### src/rtl/stage_controller.sv
// stage_controller: decode sequencer that drives the global_stage bus for
// the PU array. It walks each context through load, grow/merge rounds,
// peeling and write-back. It reports completion, round latency and a
// grow-limit error.
module stage_controller #(
  parameter int PU_COUNT     = 16,
  parameter int NUM_CONTEXTS = 2,
  parameter int CTX_WIDTH    = 4,
  parameter int MERGE_MIN    = 3,
  parameter int MAX_GROW     = 15,
  parameter int CYCLE_WIDTH  = 16,
  parameter int STAGE_WIDTH  = 3
) (
  input  logic                   clk,
  input  logic                   reset_n,
  input  logic                   meas_valid,
  output logic                   meas_ready,
  input  logic [PU_COUNT-1:0]    busy_in,
  input  logic [PU_COUNT-1:0]    odd_in,
  output logic [STAGE_WIDTH-1:0] global_stage,
  output logic                   local_context_switch,
  output logic [CTX_WIDTH-1:0]   context_id,
  output logic                   done,
  output logic                   error,
  output logic [CYCLE_WIDTH-1:0] cycle_count
);

  // Stage codes shared with every PU
  localparam logic [STAGE_WIDTH-1:0] STG_IDLE   = STAGE_WIDTH'(0);
  localparam logic [STAGE_WIDTH-1:0] STG_LOAD   = STAGE_WIDTH'(1);
  localparam logic [STAGE_WIDTH-1:0] STG_GROW   = STAGE_WIDTH'(2);
  localparam logic [STAGE_WIDTH-1:0] STG_MERGE  = STAGE_WIDTH'(3);
  localparam logic [STAGE_WIDTH-1:0] STG_PEEL   = STAGE_WIDTH'(4);
  localparam logic [STAGE_WIDTH-1:0] STG_WRITE  = STAGE_WIDTH'(5);
  localparam logic [STAGE_WIDTH-1:0] STG_RESULT = STAGE_WIDTH'(7);

  // Counter widths leave room for the limit value itself
  localparam int GROW_W  = $clog2(MAX_GROW + 2);
  localparam int MERGE_W = $clog2(MERGE_MIN + 2);

  localparam logic [GROW_W-1:0]    MAX_GROW_C  = GROW_W'(MAX_GROW);
  localparam logic [MERGE_W-1:0]   MERGE_MIN_C = MERGE_W'(MERGE_MIN);
  localparam logic [CTX_WIDTH-1:0] LAST_CTX    = CTX_WIDTH'(NUM_CONTEXTS - 1);

  typedef enum logic [2:0] {
    S_IDLE,
    S_LOAD,
    S_GROW,
    S_MERGE,
    S_PEEL,
    S_WRITE,
    S_WAIT,
    S_FINISH
  } state_t;

  state_t                 state;
  state_t                 state_nxt;
  logic [GROW_W-1:0]      grow_cnt;
  logic [MERGE_W-1:0]     merge_cnt;
  logic                   idle_prev;
  logic [CYCLE_WIDTH-1:0] lat_cnt;
  logic [CYCLE_WIDTH-1:0] lat_nxt;
  logic                   error_nxt;
  logic [CTX_WIDTH-1:0]   ctx_nxt;
  logic                   handshake;
  logic                   pu_busy;
  logic                   pu_odd;
  logic                   merge_exit;

  // Stage broadcast for a given controller state; WAIT looks idle to the PUs
  function automatic logic [STAGE_WIDTH-1:0] stage_of(input state_t s);
    logic [STAGE_WIDTH-1:0] stg;
    case (s)
      S_LOAD:   stg = STG_LOAD;
      S_GROW:   stg = STG_GROW;
      S_MERGE:  stg = STG_MERGE;
      S_PEEL:   stg = STG_PEEL;
      S_WRITE:  stg = STG_WRITE;
      S_FINISH: stg = STG_RESULT;
      default:  stg = STG_IDLE;
    endcase
    return stg;
  endfunction

  // Latency counter increment that sticks at all-ones
  function automatic logic [CYCLE_WIDTH-1:0] sat_inc(input logic [CYCLE_WIDTH-1:0] v);
    return (&v) ? v : v + CYCLE_WIDTH'(1);
  endfunction

  assign handshake  = meas_valid & meas_ready;
  assign pu_busy    = |busy_in;
  assign pu_odd     = |odd_in;
  // The previous MERGE cycle was idle and this one is too, after the minimum dwell
  assign merge_exit = (merge_cnt >= MERGE_MIN_C) && idle_prev && !pu_busy;

  // Global switch only: PU memory address always advances on write-back
  assign local_context_switch = 1'b0;

  // Next-state, sticky error and context sequencing
  always_comb begin
    state_nxt = state;
    error_nxt = error;
    ctx_nxt   = context_id;
    case (state)
      S_IDLE: begin
        if (handshake) begin
          state_nxt = S_LOAD;
          error_nxt = 1'b0;
          ctx_nxt   = '0;
        end
      end
      S_LOAD:  state_nxt = S_GROW;
      S_GROW:  state_nxt = S_MERGE;
      S_MERGE: begin
        if (merge_exit) begin
          if (pu_odd && (grow_cnt < MAX_GROW_C)) begin
            state_nxt = S_GROW;
          end else begin
            if (pu_odd) error_nxt = 1'b1;
            state_nxt = S_PEEL;
          end
        end
      end
      S_PEEL:  state_nxt = S_WRITE;
      S_WRITE: begin
        if (context_id < LAST_CTX) begin
          ctx_nxt   = context_id + CTX_WIDTH'(1);
          state_nxt = S_WAIT;
        end else begin
          state_nxt = S_FINISH;
        end
      end
      S_WAIT: begin
        if (handshake) state_nxt = S_LOAD;
      end
      S_FINISH: begin
        state_nxt = S_IDLE;
        ctx_nxt   = '0;
      end
      default: state_nxt = S_IDLE;
    endcase
  end

  // Round latency: 1 in the first LOAD, then every cycle including WAIT
  always_comb begin
    lat_nxt = sat_inc(lat_cnt);
    if (state == S_IDLE) lat_nxt = handshake ? CYCLE_WIDTH'(1) : '0;
  end

  // State register and registered outputs, all derived from the next state
  always_ff @(posedge clk or negedge reset_n) begin
    if (!reset_n) begin
      state        <= S_IDLE;
      global_stage <= STG_IDLE;
      meas_ready   <= 1'b0;
      context_id   <= '0;
      done         <= 1'b0;
      error        <= 1'b0;
      cycle_count  <= '0;
      lat_cnt      <= '0;
    end else begin
      state        <= state_nxt;
      global_stage <= stage_of(state_nxt);
      meas_ready   <= (state_nxt == S_IDLE) || (state_nxt == S_WAIT);
      context_id   <= ctx_nxt;
      done         <= (state_nxt == S_FINISH);
      error        <= error_nxt;
      lat_cnt      <= lat_nxt;
      if (state_nxt == S_FINISH) cycle_count <= lat_nxt;
    end
  end

  // Grow iteration count per context, MERGE dwell and consecutive-idle tracking
  always_ff @(posedge clk or negedge reset_n) begin
    if (!reset_n) begin
      grow_cnt  <= '0;
      merge_cnt <= '0;
      idle_prev <= 1'b0;
    end else begin
      if (state == S_LOAD) begin
        grow_cnt <= '0;
      end else if (state == S_GROW) begin
        grow_cnt <= grow_cnt + GROW_W'(1);
      end
      if (state == S_MERGE) begin
        if (merge_cnt < MERGE_MIN_C) merge_cnt <= merge_cnt + MERGE_W'(1);
        idle_prev <= !pu_busy;
      end else begin
        merge_cnt <= '0;
        idle_prev <= 1'b0;
      end
    end
  end

endmodule

### config.mk
export PLATFORM = sky130hd
export DESIGN_NAME = stage_controller
export DESIGN_NICKNAME = d
export VERILOG_FILES = /design/src/rtl/stage_controller.sv
export SDC_FILE = /design/constraint.sdc
export NUM_CORES = 1
export LEC_CHECK = 0
export ABC_AREA = 1
export ABC_CLOCK_PERIOD_IN_PS = 1400
export CAP_MARGIN = 20
export CORE_ASPECT_RATIO = 1.1
export CORE_MARGIN = 2
export CORE_UTILIZATION = 46
export CTS_CLUSTER_DIAMETER = 50
export CTS_CLUSTER_SIZE = 20
export DETAILED_ROUTE_END_ITERATION = 10
export GPL_ROUTABILITY_DRIVEN = 0
export MAX_ROUTING_LAYER = met4
export PLACE_DENSITY_LB_ADDON = 0.1
export SKIP_LAST_GASP = 1
export SYNTH_ARGS = -nofsm -noshare
export SYNTH_HDL_FRONTEND = slang
export SYNTH_SLANG_ARGS = --single-unit
### constraint.sdc
create_clock -name clk -period 1.4 [get_ports clk]
set_input_delay 0.14 -clock clk [delete_from_list [all_inputs] [get_ports clk]]
set_output_delay 0.14 -clock clk [all_outputs]
set_load 0.01 [all_outputs]
=== Word-level counts from Yosys, hierarchy flattened ===
Index checks and enable logic that the tools add are counted.

* Register bits after elaboration: 54
* Input port bits: 35
* Output and inout port bits: 27
* Logic and storage cells: 78

* $add $sub $neg: 4
* Magnitude comparators: 4
* Equal/unequal tests: 20
* Muxes and demuxes: 22
* Bitwise logic cells: 1
* Reductions and logical operators: 16

{| class="wikitable"
|+ Operators with widths
! cell !! number
|-
| 16-bit two-way mux || 2
|-
| 16-bit OR reduction || 2
|-
| 3-bit == test (second input constant) || 8
|-
| 3-bit case mux with 7 select lines || 1
|-
| 3-bit case mux with 6 select lines || 1
|-
| 16-bit by 1-bit adder with 16-bit output (second input constant) || 1
|-
| 16-bit AND reduction || 1
|-
| 3-bit two-way mux || 5
|-
| 3-bit by 2-bit == test with 1-bit output (second input constant) || 4
|-
| 4-bit case mux with 3 select lines || 1
|-
| 5-bit two-way mux || 2
|-
| 2-bit != test (second input constant) || 5
|-
| 4-bit two-way mux || 2
|-
| 1-bit two-way mux || 7
|-
| 3-bit by 1-bit == test with 1-bit output (second input constant) || 2
|-
| 3-bit logical NOT || 2
|-
| 5-bit by 1-bit adder with 5-bit output (second input constant) || 1
|-
| 5-bit by 4-bit less-than comparator with 1-bit output (second input constant) || 1
|-
| 5-bit AND reduction || 1
|-
| 4-bit by 1-bit adder with 4-bit output (second input constant) || 1
|-
| 4-bit by 1-bit less-than comparator with 1-bit output (second input constant) || 1
|-
| 2-bit nonzero test || 2
|-
| 3-bit by 1-bit adder with 3-bit output (second input constant) || 1
|-
| 3-bit by 2-bit greater-or-equal comparator with 1-bit output (second input constant) || 1
|-
| 10 further kinds || 12
|}

=== Depth between registers and ports, before layout ===
Gate-level depths: netlist of the first run.

* Word-level depth: 7
* Gate-level depth with buffers: 12

=== Worst setup path before layout of the first run ===
No wires, ideal clock.

* Path kind: register to register
* Start point: reg merge_cnt[0]
* End point: reg meas_ready
* Library setup time: 0.117 ns
* Data arrival time: 1.366 ns
* Required time: 1.283 ns
* Setup slack: -0.083 ns
* Cell stages (with the launch flop): 13
* Path buffers: 0
* Period minus slack after synthesis: 1.483 ns
* Path through: dfrtp_1 -> ha_1 -> ha_1 -> inv_1 -> nand3_1 -> nand2_1 -> inv_1 -> nand3_1 -> nand2_1 -> nand2_2 -> inv_2 -> nand3_1 -> nand2_1

* Cells in the longest elaborated chain, start to end: 7

{| class="wikitable"
|+ RTL lines
! what !! RTL line !! RTL
|-
| from (decl) || 59 || <nowiki>logic [MERGE_W-1:0] merge_cnt;</nowiki>
|-
| from (signal assigned) || 186 || <nowiki>if (merge_cnt < MERGE_MIN_C) merge_cnt <= merge_cnt + MERGE_W'(1);</nowiki>
|-
| 3-bit by 2-bit greater-or-equal comparator with 1-bit output * || 94 || <nowiki>assign merge_exit = (merge_cnt >= MERGE_MIN_C) && idle_prev && !pu_busy;</nowiki>
|-
| 1-bit logical AND * (2 in series) || 94 ||
|-
| 3-bit two-way mux * || 115 || <nowiki>if (merge_exit) begin</nowiki>
|-
| 3-bit case mux with 7 select lines * || 104 || <nowiki>case (state)</nowiki>
|-
| net state_nxt[0] || 57 || <nowiki>state_t state_nxt;</nowiki>
|-
| 3-bit == test / 3-bit logical NOT (equally long branches) || 164 || <nowiki>meas_ready <= (state_nxt == S_IDLE) || (state_nxt == S_WAIT);</nowiki>
|-
| 1-bit logical OR * || 164 ||
|-
| to (signal assigned) || 164 ||
|-
| to (decl) || 17 || <nowiki>output logic meas_ready,</nowiki>
|}

Mark *: on every way through the listed nets, which the timed path passes. The rest lies on a longest branch.
A chain may end at the register's enable or synchronous reset.

=== Worst setup path after layout of the first run ===
* Start point: reg lat_cnt[0]
* End point: reg cycle_count[11]

* Cells in the longest elaborated chain, start to end: 3

{| class="wikitable"
|+ RTL lines
! what !! RTL line !! RTL
|-
| from (decl) || 61 || <nowiki>logic [CYCLE_WIDTH-1:0] lat_cnt;</nowiki>
|-
| from (signal assigned) || 168 || <nowiki>lat_cnt <= lat_nxt;</nowiki>
|-
| 16-bit by 1-bit adder with 16-bit output / 16-bit AND reduction (equally long branches) || 87 || <nowiki>return (&v) ? v : v + CYCLE_WIDTH'(1);</nowiki>
|-
| 16-bit two-way mux * || 87 ||
|-
| 16-bit two-way mux * || 147 || <nowiki>if (state == S_IDLE) lat_nxt = handshake ? CYCLE_WIDTH'(1) : '0;</nowiki>
|-
| to (signal assigned) || 169 || <nowiki>if (state_nxt == S_FINISH) cycle_count <= lat_nxt;</nowiki>
|-
| to (decl) || 25 || <nowiki>output logic [CYCLE_WIDTH-1:0] cycle_count</nowiki>
|}

Every way passes the cells marked *; elsewhere a longest branch is shown, timed or not.

==> metrics.cfg, run 1 <==
[detailed_routing]
wl_um=7540
detail-route-antenna-nets=0
wl_per_cell_um=13.2
drc_errors=0
first_pass_iters=4
drt_iter0_drc=113
via_per_inst=4.96
vias=2828

[clock_network]
h-tree-depth=2
clkSinkCount=54
cts_buffer_depth=2
cts_inserted_buffers=5
cts_tree=yes
cts-root-buf=clkbuf_8
worstSkewPairLatency_ns=0.31
clkTransAtPathRegs_ns=0.10

[setup_path]
cp_top_family=simple AND/OR/NAND/NOR gates
path_cells=buf_4 > nand3_4 > nor3_2 > nand2_1 > o21ai_0 > nand3_2 > nand3_1 > nand2_1
required_ns=1.61
crit_path_end_kind=flip-flop
cp_max_fo=3
crit_top_cell=nand2_1
critPathMaxStageDelay_ns=0.42
critical_path_class=reg2reg
startpoint_type=flip-flop
critPathArrivalTime_ns=1.79
cp_slowest_cell=dfrtp_1
path_buf_inv=1

[min_path]
hold_path_class=in2async

[yosys]
ys_types=35
netlist_area_um2=2840
syn-num-nets=394
ys_ff_latch=54
syn_inst=353
syn_avg_cell_area_um2=8.04
synth-warning-count=0
ys_seq_area_frac=0.476

[sta]
fin_crit_sh=1.12
whs_ns=0.347
fmax_ghz=0.635
fin_crit_ns=1.57
finalSetupViolations=37
rsz0062_at_grt=yes
clock_skew_ns=0.00974
layout_setup_ws_ns=-0.175
finalHoldViolations=0
slew_viol_final=0

[placement]
dp_hpwl_um=5050
place_area_um2=3950
port_buffers=60

[global_route]
first_global_vias=2815
grt_pass1_wl_um=12000
antenna_found_initial=0
grt.total_usage=0.228
globalRouteOverflowTotal=0
grt_max_degree=55

[flow_run]
max-cap-violations=0

[floorplan]
core-area_um2=6080
initial_utilization=0.466
dieArea_um2=6810
die_w_um=78.9
fp-row-count=30
pin_count=62
die_h_um=86.4

[layout]
diodes=0
utilization=0.742
design_area_um2=4510
final_nets=530
synthToLayoutAreaGrowth_pct=59.0
layout-drive-gt1-share=0.337

[power_and_ir_drop]
ir_drop_mv=0.854
p_leak_nw=2.27
powerDensity_nw_per_um2=1100

[status]
status=finished, violations left
failed_checks=negative setup slack

==> stage by stage <==
step                total power [W]  worst slack (ns)  setup TNS, ns  std cells
global route                0.00524            -0.273          -7.29        570
finish                      0.00497            -0.175          -3.56        570
CTS                         0.00473            -0.191          -3.57        561
global placement            0.00342            -0.123          -1.75        541
detailed placement          0.00347            -0.198          -3.16        541
floorplan                   0.00285         0.0000975              0        353
==> cell usage in the layout, fill, tap and decap left out, drive strengths merged, types with 6 or more instances in the layout <==
cell / synthesis / layout
ha: 6 / 6
nand2: 108 / 108
buf: 5 / 75
clkdlybuf4s50: 0 / 53
a31oi: 6 / 6
inv: 42 / 42
nand3: 42 / 42
a21oi: 11 / 11
dfrtp: 54 / 54
o21ai: 12 / 12
xnor2: 6 / 6
nor2: 43 / 43
clkbuf: 1 / 6
==> state kept, by name, summed over array words and instances (netlist names), 3 cells and up <==
| register | flops |
|---|---|
| context_id | 4 |
| grow_cnt | 5 |
| lat_cnt | 16 |
| state | 3 |
| cycle_count | 16 |
| merge_cnt | 3 |
| global_stage | 3 |
==> worst paths after layout <==
kind,depth (start not counted),slack [ns],start,end
setup / recovery,8,-0.17,lat_cnt[0],cycle_count[11]
hold / removal,3,0.35,reset_n,lat_cnt[5]
setup reg to reg,8,-0.17,lat_cnt[0],cycle_count[11]
hold reg to reg,1,0.47,grow_cnt[3],grow_cnt[3]
max in group asynchronous,3,0.78,reset_n,state[0]
min in group clk,1,0.47,grow_cnt[3],grow_cnt[3]
==> repair_timing <==
| item | CTS | global route |
|---|---|---|
| hold buffers | 1 | 0 |
| buffers inserted | 12 | 10 |
| pin swaps | 26 | 20 |
| endpoints found under the setup margin | 38 | 51 |
| resized for setup | 45 | 35 |
| hold endpoints to repair | 54 | 0 |
==> synthesized netlist by cell type (all sizes together) <==
master | instances | area [um^2]
a21boi | 1 | 7.51
o211ai | 1 | 7.51
clkbuf | 1 | 3.75
a22oi | 1 | 7.51
nor2 | 43 | 189
nor3 | 5 | 25.0
or2 | 1 | 6.26
dfrtp | 54 | 1350
nand4 | 3 | 18.8
conb | 1 | 3.75
nand3 | 42 | 263
ha | 6 | 75.1
o31ai | 2 | 15.0
a21oi | 11 | 85.1
o21ai | 12 | 60.1
nand3b | 2 | 15.0
a31oi | 6 | 37.5
buf | 5 | 35.0
xnor2 | 6 | 52.6
inv | 42 | 160
nand2 | 108 | 418
==> cell families (layout without fill, tap and decap cells) <==
family,Yosys count,in the layout,synth area share
AOI/OAI and AO/OA,34,34,0.0776
other,1,1,0.00132
DFF,54,54,0.476
buffers and inverters,48,185,0.0701
adders and majority gates,6,6,0.0265
xor gates and xnor gates,6,6,0.0185
and+or+nand+nor,204,204,0.330
==> worst register-to-register path, delay by kind of cell (launching register included) <==
| kind | cells | cell delay, ns |
|---|---|---|
| compound gates | 1 | 0.22 |
| buf+inv | 1 | 0.16 |
| flops | 1 | 0.42 |
| simple gates | 6 | 0.69 |
==> routing by layer <==
layer / routed length, um / share of wire / up-vias / GRT usage
met2: 4160 / 0.55 / 55 / 0.419
met5: 0 / 0 / - / -
li1: - / - / 1399 / -
met1: 3070 / 0.41 / 1365 / 0.256
met3: 212 / 0.028 / 9 / 0.0365
met4: 98 / 0.013 / 0 / 0.0658
==> where the power goes <==
group	switching, W	internal [W]
registers	0.000220	0.00179
logic	0.000908	0.00100
clock network	0.000512	0.000534
==> layout make-up <==
| cell class | count | area, um^2 |
|---|---|---|
| multi-input combinational | 251 | 1560 |
| sequential | 54 | 1350 |
| fill | 474 | 1570 |
| inverter | 42 | 165 |
| timing repair buffer | 135 | 1220 |
| clock inverter | 2 | 37.5 |
| tap | 80 | 100 |
| clock buffer | 6 | 72.6 |
Power figures use the tool's default switching activity.
==> inputs of run 2 (changes only) <==
--- a/config.mk
+++ b/config.mk
@@ -6,15 +6,16 @@
 export NUM_CORES = 1
 export LEC_CHECK = 0
 export ABC_AREA = 1
-export ABC_CLOCK_PERIOD_IN_PS = 1400
+export ABC_CLOCK_PERIOD_IN_PS = 1600
 export CAP_MARGIN = 20
 export CORE_ASPECT_RATIO = 1.1
 export CORE_MARGIN = 2
-export CORE_UTILIZATION = 46
+export CORE_UTILIZATION = 51
 export CTS_CLUSTER_DIAMETER = 50
 export CTS_CLUSTER_SIZE = 20
 export DETAILED_ROUTE_END_ITERATION = 10
 export GPL_ROUTABILITY_DRIVEN = 0
+export HOLD_SLACK_MARGIN = 0.06
 export MAX_ROUTING_LAYER = met4
 export PLACE_DENSITY_LB_ADDON = 0.1
 export SKIP_LAST_GASP = 1
==> constraint.sdc (replaced) <==
create_clock -name clk -period 1.6 [get_ports clk]
set_input_delay 0.16 -clock clk [delete_from_list [all_inputs] [get_ports clk]]
set_output_delay 0.16 -clock clk [all_outputs]
set_load 0.1 [all_outputs]
==> metrics.cfg, run 2 (synthesized netlist as in run 1, its figures left out) <==
[layout]
layout-drive-gt1-share=0.271  ; was 0.337
top_regs=cycle_count: 16 flops, lat_cnt: 16 flops, grow_cnt: 5 flops  ; unchanged
final_common_cell=nand2_1  ; unchanged
stdcell_count=517  ; was 570
final_nets=482  ; was 530
synthToLayoutAreaGrowth_pct=48.0  ; was 59.0%
nFillCells=384  ; was 474
diodes=0  ; unchanged
multi_input_area_um2=1420  ; was 1560 um^2
seqCellArea_um2=1360  ; was 1350 um^2
mostFrequentLayoutCells=nand2_1, dfrtp_1, nor2_1, clkdlybuf4s50_1, nand3_1  ; was nand2_1, buf_4, clkdlybuf4s50_1, dfrtp_1, nor2_1

[clock_network]
clkTransAtPathRegs_ns=0.09  ; was 0.10 ns
worstSkewPairLatency_ns=0.31  ; about the same
cts_inserted_buffers=5  ; unchanged
h-tree-depth=2  ; unchanged
cts_tree=yes  ; unchanged
cts-root-buf=clkbuf_8  ; unchanged
cts_buffer_depth=2  ; unchanged
clkSinkCount=54  ; unchanged

[floorplan]
die_w_um=75.1  ; was 78.9 um
dieArea_um2=6170  ; was 6810 um^2
fp-row-count=28  ; was 30
core-area_um2=5360  ; was 6080 um^2
die_h_um=82.2  ; was 86.4 um
initial_utilization=0.529  ; was 0.466
pin_count=62  ; unchanged

[placement]
pre_cts_ws_ns=-0.0416  ; was -0.198 ns
dp_cells=497  ; was 541
port_buffers=60  ; unchanged
dp_hpwl_um=4650  ; was 5050 um

[sta]
whs_ns=0.362  ; was 0.347 ns
fin_crit_sh=0.959  ; was 1.12
layout_setup_ws_ns=0.0659  ; was -0.175 ns
clock_skew_ns=0.00623  ; was 0.00974 ns
fmax_ghz=0.652  ; was 0.635 GHz
finalSetupViolations=0  ; was 37
rsz0062_at_grt=yes  ; unchanged
fin_crit_ns=1.53  ; was 1.57 ns
finalHoldViolations=0  ; unchanged
slew_viol_final=0  ; unchanged

[setup_path]
critical_path_class=reg2reg  ; unchanged
path_buf_inv=2  ; was 1
cp_max_fo=5  ; was 3
crit_cells=9  ; was 8
path_cells=inv_4 > ha_4 > nand3_4 > or2_4 > nand3_2 > nand2_2 > inv_2 > nand2_1 > a22oi_1  ; was buf_4 > nand3_4 > nor3_2 > nand2_1 > o21ai_0 > nand3_2 > nand3_1 > nand2_1
required_ns=1.82  ; was 1.61 ns
cp_top_family=flip-flops  ; was simple AND/OR/NAND/NOR gates
crit_path_end_kind=flip-flop  ; unchanged
cp_slowest_cell=dfrtp_4  ; was dfrtp_1
reg2reg_depth=9  ; was 8
critPathArrivalTime_ns=1.76  ; was 1.79 ns
critPathMaxStageDelay_ns=0.51  ; was 0.42 ns
startpoint_type=flip-flop  ; unchanged

[power_and_ir_drop]
clkPwrFrac=0.193  ; was 0.210
p_leak_nw=2.01  ; was 2.27 nW
powerDensity_nw_per_um2=943  ; was 1100 nW/um^2
seqPwrFrac=0.444  ; was 0.405
ir_drop_mv=0.607  ; was 0.854 mV
comb_power_share=0.362  ; was 0.384
switching_power_w=0.00143  ; was 0.00164 W
p_sw_frac=0.361  ; was 0.330
p_int_w=0.00253  ; was 0.00333 W

[detailed_routing]
first_pass_iters=4  ; unchanged
via_per_inst=5.17  ; was 4.96
wl_per_cell_um=12.8  ; was 13.2 um
drc_errors=0  ; unchanged
vias=2675  ; was 2828
detail-route-antenna-nets=0  ; unchanged
wl_um=6610  ; was 7540 um
drt_iter0_drc=169  ; was 113

[global_route]
first_global_vias=2510  ; was 2815
antenna_found_initial=0  ; unchanged
grt.total_usage=0.226  ; was 0.228
grt_pass1_wl_um=10500  ; was 12000 um
globalRouteOverflowTotal=0  ; unchanged
grt_max_degree=55  ; unchanged

[min_path]
hold_path_class=in2async  ; unchanged

[flow_run]
max-cap-violations=0  ; unchanged

[status]
status=complete, no violations  ; was finished, violations left

## run 2: cell types whose count changed in the layout (fill, tap and decap cells not counted), moves of 6 or more
cell / previous run / this run
buf_4: 64 / 24
buf_12: 1 / 27
clkdlybuf4s50_1: 53 / 33
nand3_1: 22 / 31
buf_6: 8 / 0
nand3_2: 12 / 6
## run 2: final timing paths
kind / end / start / slack (ns)
hold reg to reg: grow_cnt[3] / grow_cnt[3] / 0.48
max in group asynchronous: context_id[2] / reset_n / 0.99
min in group clk: grow_cnt[3] / grow_cnt[3] / 0.48
hold / removal: context_id[1] / reset_n / 0.36
setup reg to reg: context_id[2] / context_id[0] / 0.07
setup / recovery: context_id[2] / context_id[0] / 0.07
## run 2: area by class of cell
class / instances / area share
tap: 75 / 0.0224
multi-input combinational: 252 / 0.338
clock buffer: 5 / 0.0164
clock inverter: 3 / 0.00507
timing repair buffer: 86 / 0.254
inverter: 42 / 0.0393
sequential: 54 / 0.325
## run 2: routing by layer
metal | vias to the layer above | GRT usage | share of wire
li1 | 1307 | - | -
met1 | 1260 | 0.257 | 0.40
met2 | 91 | 0.392 | 0.53
met3 | 17 | 0.0485 | 0.047
met4 | 0 | 0.0750 | 0.020
met5 | - | - | 0
## run 2: worst min-delay path: cells and delay by family
kind | cells | cell delay [ns]
buf+inv | 3 | 0.90
## run 2: repair_timing
action / in CTS / in global routing
hold endpoints to repair: 54 / 0
hold buffers: 1 / 0
setup endpoints to repair: 3 / 29
setup buffers: 0 / 10
gates cloned: 0 / 1
pin swaps: 0 / 6
resized for setup: 2 / 26
## run 2: stage by stage
stage,util,TNS (ns),cell area [um^2],total power [W]
6_report,0.783,0,4200,0.00396
5_1_grt,0.783,-0.0936,4200,0.00420
4_1_cts,0.750,0,4020,0.00382
3_5_place_dp,0.730,-0.0659,3910,0.00305
3_3_place_gp,0.730,-0.0130,3910,0.00300
2_1_floorplan,-,-0.0269,2880,0.00261
## run 2: power by group through the flow
stage	combinational (W)	sequential, W	clock [W]
after global placement	0.00124	0.00177	0
after CTS	0.00129	0.00175	0.000784
after global routing	0.00157	0.00178	0.000844
after detailed placement	0.00128	0.00177	0
final	0.00143	0.00176	0.000766
after floorplan	0.000749	0.00186	0
==> inputs of run 3 (changes only) <==
--- a/config.mk
+++ b/config.mk
@@ -15,7 +15,7 @@
 export CTS_CLUSTER_SIZE = 20
 export DETAILED_ROUTE_END_ITERATION = 10
 export GPL_ROUTABILITY_DRIVEN = 0
-export HOLD_SLACK_MARGIN = 0.06
+export HOLD_SLACK_MARGIN = 0.08
 export MAX_ROUTING_LAYER = met4
 export PLACE_DENSITY_LB_ADDON = 0.1
 export SKIP_LAST_GASP = 1
==> results of run 3 <==
Same layout as run 2: the final DEF is identical, and so are final timing and power.
